--- src/rtl/load_unit.sv ---
// load_unit: single-outstanding load path between the data-memory port and
// register-file write-back. It issues a word-aligned read, then selects and
// extends the addressed byte, halfword or word. Misaligned loads and illegal
// funct3 values raise an exception pulse and never reach memory.
module load_unit #(
  parameter int DATA_WIDTH = 32,
  parameter int ADDR_WIDTH = 32
) (
  input  logic                  clk_i,
  input  logic                  rstn_i,
  input  logic                  ctrl_valid_i,
  output logic                  ctrl_ready_o,
  input  logic [2:0]            ctrl_funct3_i,
  input  logic [ADDR_WIDTH-1:0] ctrl_addr_i,
  input  logic [4:0]            ctrl_rd_i,
  output logic                  mem_req_o,
  output logic [ADDR_WIDTH-1:0] mem_addr_o,
  input  logic                  mem_gnt_i,
  input  logic                  mem_rvalid_i,
  input  logic [DATA_WIDTH-1:0] mem_rdata_i,
  output logic                  wb_valid_o,
  output logic [4:0]            wb_rd_o,
  output logic [DATA_WIDTH-1:0] wb_data_o,
  output logic                  exc_misaligned_o,
  output logic                  exc_illegal_o
);

  typedef enum logic [1:0] {IDLE, REQ, WAIT} state_t;

  state_t          state, state_nxt;
  logic [2:0]      f3_q;
  logic [1:0]      off_q;
  logic [4:0]      rd_q;
  logic            accept, illegal, misaligned, launch;
  logic [7:0]      byte_sel;
  logic [15:0]     half_sel;
  logic [DATA_WIDTH-1:0] ext_data;

  assign ctrl_ready_o = (state == IDLE);
  assign accept       = ctrl_valid_i && ctrl_ready_o;

  // Classify the incoming request; illegal wins over misaligned
  always_comb begin
    illegal    = 1'b0;
    misaligned = 1'b0;
    case (ctrl_funct3_i)
      3'b011, 3'b110, 3'b111: illegal = 1'b1;
      3'b001, 3'b101:         misaligned = ctrl_addr_i[0];
      3'b010:                 misaligned = (ctrl_addr_i[1:0] != 2'b00);
      default:                misaligned = 1'b0;
    endcase
  end

  // Only a legal accepted load ever goes to memory
  assign launch = accept && !illegal && !misaligned;

  // Next-state logic for the IDLE -> REQ -> WAIT load sequence
  always_comb begin
    state_nxt = state;
    case (state)
      IDLE:    if (launch)       state_nxt = REQ;
      REQ:     if (mem_gnt_i)    state_nxt = WAIT;
      WAIT:    if (mem_rvalid_i) state_nxt = IDLE;
      default:                   state_nxt = IDLE;
    endcase
  end

  // State register
  always_ff @(posedge clk_i or negedge rstn_i) begin
    if (!rstn_i) state <= IDLE;
    else         state <= state_nxt;
  end

  // Capture request fields and drive the memory request until granted
  always_ff @(posedge clk_i or negedge rstn_i) begin
    if (!rstn_i) begin
      f3_q       <= '0;
      off_q      <= '0;
      rd_q       <= '0;
      mem_req_o  <= 1'b0;
      mem_addr_o <= '0;
    end else begin
      if (accept) begin
        f3_q  <= ctrl_funct3_i;
        off_q <= ctrl_addr_i[1:0];
        rd_q  <= ctrl_rd_i;
      end
      if (launch) begin
        mem_req_o  <= 1'b1;
        mem_addr_o <= {ctrl_addr_i[ADDR_WIDTH-1:2], 2'b00};
      end else if (state == REQ && mem_gnt_i) begin
        mem_req_o  <= 1'b0;
      end
    end
  end

  // Lane select uses the latched offset; the returned word is always aligned
  always_comb begin
    byte_sel = mem_rdata_i[{off_q, 3'b000} +: 8];
    half_sel = mem_rdata_i[{off_q[1], 4'b0000} +: 16];
    case (f3_q)
      3'b000:  ext_data = {{(DATA_WIDTH-8){byte_sel[7]}}, byte_sel};
      3'b100:  ext_data = {{(DATA_WIDTH-8){1'b0}}, byte_sel};
      3'b001:  ext_data = {{(DATA_WIDTH-16){half_sel[15]}}, half_sel};
      3'b101:  ext_data = {{(DATA_WIDTH-16){1'b0}}, half_sel};
      default: ext_data = mem_rdata_i;
    endcase
  end

  // Write-back and exception pulses; wb_rd/wb_data hold until the next load
  always_ff @(posedge clk_i or negedge rstn_i) begin
    if (!rstn_i) begin
      wb_valid_o       <= 1'b0;
      wb_rd_o          <= '0;
      wb_data_o        <= '0;
      exc_misaligned_o <= 1'b0;
      exc_illegal_o    <= 1'b0;
    end else begin
      wb_valid_o       <= (state == WAIT) && mem_rvalid_i;
      exc_illegal_o    <= accept && illegal;
      exc_misaligned_o <= accept && !illegal && misaligned;
      if (state == WAIT && mem_rvalid_i) begin
        wb_rd_o   <= rd_q;
        wb_data_o <= ext_data;
      end
    end
  end

endmodule

--- config.mk ---
export PLATFORM = sky130hd
export DESIGN_NAME = load_unit
export DESIGN_NICKNAME = d
export VERILOG_FILES = /design/src/rtl/load_unit.sv
export SDC_FILE = /design/constraint.sdc
export NUM_CORES = 1
export LEC_CHECK = 0
export ABC_AREA = 0
export CAP_MARGIN = 20
export CORE_MARGIN = 2
export CORE_UTILIZATION = 35
export DETAILED_ROUTE_END_ITERATION = 10
export HOLD_SLACK_MARGIN = 0.05
export PLACE_DENSITY = 0.66
export SETUP_SLACK_MARGIN = 0.2
export SYNTH_ARGS = -nofsm -noshare
export SYNTH_HDL_FRONTEND = slang
export SYNTH_SLANG_ARGS = --single-unit
export TNS_END_PERCENT = 10
--- constraint.sdc ---
create_clock -name clk_i -period 2.7 [get_ports clk_i]
set_input_delay 0.675 -clock clk_i [delete_from_list [all_inputs] [get_ports clk_i]]
set_output_delay 0.675 -clock clk_i [all_outputs]
set_load 0.01 [all_outputs]
==> reports/qor.txt <==
status = complete, no violations
first-pass GRT wire length = 17550 µm
Mapped Cells = 362
Yosys reg bits = 83
Initial DRT Pass Iterations = 4
reg2reg setup slack = 0.79 ns
DIE WIDTH = 109.2 µm
crit path max fanout = 5
initial antenna violation count = 0
Synth Warn # = 0
CTS sink count = 83
Crit path required time = 2.03 ns
clock slew at reported path FFs = 0.09 ns
CTS max path bufs = 2
core area = 0.01079 mm²
pin count of the biggest net entering global routing = 47
drc violations = 0
crit path launch type = flip-flop
Syn Area/Cell = 10.69 µm²
# Post-CTS Setup Buffers = 0
Post-DP Area = 0.005439 mm²
Ant. Diodes = 0
Final nets = 584
Starting Density = 35.86%
Leak Pwr = 2.467 nW
CTS buffer count = 9
fin crit period = 2.181 ns
final worst slack = 0.5185 ns
vias in the first global route = 3429
die extent in y = 109.2 µm
Syn Std Cell Area = 0.003870 mm²
final slew viol count = 0
Overflow after GRT = 0
post-DP HPWL = 7879 µm
Final Setup Violations = 0
Post-synth EDFFs = 0
RSZ-0062 raised after global routing = no
final non-filler cell area = 0.005642 mm²
Worst Skew = 0.009627 ns
FFs w/ async S/R, synth = 100.0%
Post-CTS Resized = 0
# rows = 38
cts hold-fix bufs = 0
R2R Path End = wb_data_o[19]
worst-margin pin slew = 0.5835 ns
drt initial violations = 146
CP arrival = 1.51 ns
Slew headroom = 61.10%
Primary FF master, synth = dfrtp_1
Detail Route Antenna Nets = 0
Root Driver = clkbuf_8
H-tree level count = 3
IO Pins = 151
hold crit path type = in2async
TritonCTS clock tree = built
vias = 3217
CP endpoint kind = output pin
Crit Path Class = reg2out
total power = 5.392 mW
dpl ws = 0.3312 ns
Seq/Total Area, Yosys = 53.67%
R2R cell count = 6
Hold Vio Cnt, Final = 0
worst r2r src = off_q[1]
Total GRT Usage = 19.23%
drt wl/cell = 16.56 µm
input/output buffers = 148
Power Density = 955.7 mW/mm²
routed wire length = 10790 µm
gpl congestion = 0.8545
clock latency on the worst-skew pair = 0.35 ns
Highest Clock Rate = 458.4 MHz
library cells used by synthesis = 36
die area = 0.01191 mm²
layout cells sized above 1 = 13.67%
Peak VDD IR = 0.4606 mV
Setup Total Neg Slack = 0 ns
DR vias/cell = 4.934
MaxCap Viol Count = 0
fin crit share = 80.80%
Area Growth Syn to Fin = 45.78%
## worst max-delay path, stage by stage (launching register included)
cell	delay [ns]
dfrtp_1	0.43
nor2_2	0.17
clkdlybuf4s50_1	0.57
## worst max path at each step
| stage | endpoint | start | slack, ns |
|---|---|---|---|
| 2_1_floorplan | mem_addr_o[10] | ctrl_funct3_i[0] | 1.02 |
| 3_3_place_gp | mem_addr_o[28] | ctrl_funct3_i[0] | 0.39 |
| 3_5_place_dp | mem_addr_o[24] | ctrl_funct3_i[0] | 0.33 |
| 4_1_cts | ctrl_ready_o | state[1] | 0.50 |
| 5_1_grt | ctrl_ready_o | state[1] | 0.44 |
| 6_report | ctrl_ready_o | state[1] | 0.52 |
## cell usage in the layout, fill, tap and decap left out, types with 4 or more instances in the layout
master	Yosys	final
clkdlybuf4s50_1	0	147
dfrtp_1	83	83
nand2_1	78	78
a21oi_1	32	32
nor2_1	28	28
mux2_4	28	28
o21ai_0	21	21
clkbuf_8	0	10
buf_4	4	8
mux2i_1	7	7
mux2_2	7	7
inv_1	5	5
nand2b_1	5	5
or3_1	5	5
nor3_1	4	4
a21oi_2	4	4
## state kept, by name, indices dropped and copies added (netlist names)
register / flops
wb_valid_o: 1
exc_illegal_o: 1
mem_req_o: 1
f3_q: 3
mem_addr_o: 30
wb_rd_o: 5
off_q: 2
wb_data_o: 32
rd_q: 5
state: 2
exc_misaligned_o: 1
## power breakdown
part           total (mW)  leakage (nW)  switching, mW  internal (mW)
Combinational        2.38          1.38          0.982           1.39
Clock               0.918        0.0922          0.461          0.457
Sequential           2.10         0.992          0.351           1.75
## metrics by stage
stage,instances,utilization [%],hold WS (ns)
after global placement,636,50.39,0.4537
final,652,52.27,0.3179
after floorplan,363,-,0.3794
after CTS,652,52.27,0.3321
after detailed placement,636,50.39,0.4644
after global routing,652,52.27,0.3518
## routing by layer
layer  global-route usage, %  wire length, µm  vias to the layer above
li1                        -                -                     1507
met1                   24.83             4695                     1540
met2                   30.30             4907                      153
met4                   8.333              174                        0
met5                       0                0                        -
met3                   5.200             1017                       17
## synthesized netlist by cell type, types with 2 or more instances
cell	instances	area, µm²
inv_1	5	18.77
nor3_1	4	20.02
nor4_1	2	12.51
o21ai_0	21	105.1
a21oi_1	32	160.2
nand3_1	3	15.01
buf_4	4	30.03
mux2i_1	7	70.07
nand2_1	78	292.8
mux2_2	7	78.83
a21o_1	3	22.52
nand3b_1	2	15.01
buf_2	6	30.03
a31oi_1	2	12.51
a211oi_1	3	22.52
nand2b_1	5	31.28
a22oi_1	3	22.52
dfrtp_1	83	2077
nor2_1	28	105.1
buf_6	8	90.09
mux2_4	28	420.4
or3_1	5	31.28
a21oi_2	4	35.03
clkbuf_1	5	18.77
a22o_1	3	26.28
## cell type report
type / instances / area [µm²]
Inverter: 5 / 18.77
Clock buffer: 11 / 141.4
Sequential cell: 83 / 2077
Tap cell: 140 / 175.2
Fill cell: 981 / 5151
Multi-Input combinational cell: 252 / 1617
Clock inverter: 5 / 61.31
Timing Repair Buffer: 156 / 1551
## kinds of logic (layout without fill, tap and decap cells)
| kind of cell | Yosys count | count (layout) | synth area share, % |
|---|---|---|---|
| multiplexers | 42 | 42 | 14.71 |
| AND/OR/NAND/NOR | 133 | 133 | 14.87 |
| other | 1 | 2 | 0.09690 |
| AO/OA/AOI/OAI | 75 | 75 | 11.80 |
| buffers and inverters | 28 | 177 | 4.850 |
| flip-flops | 83 | 83 | 53.67 |
(Power assumes the default switching activity.)
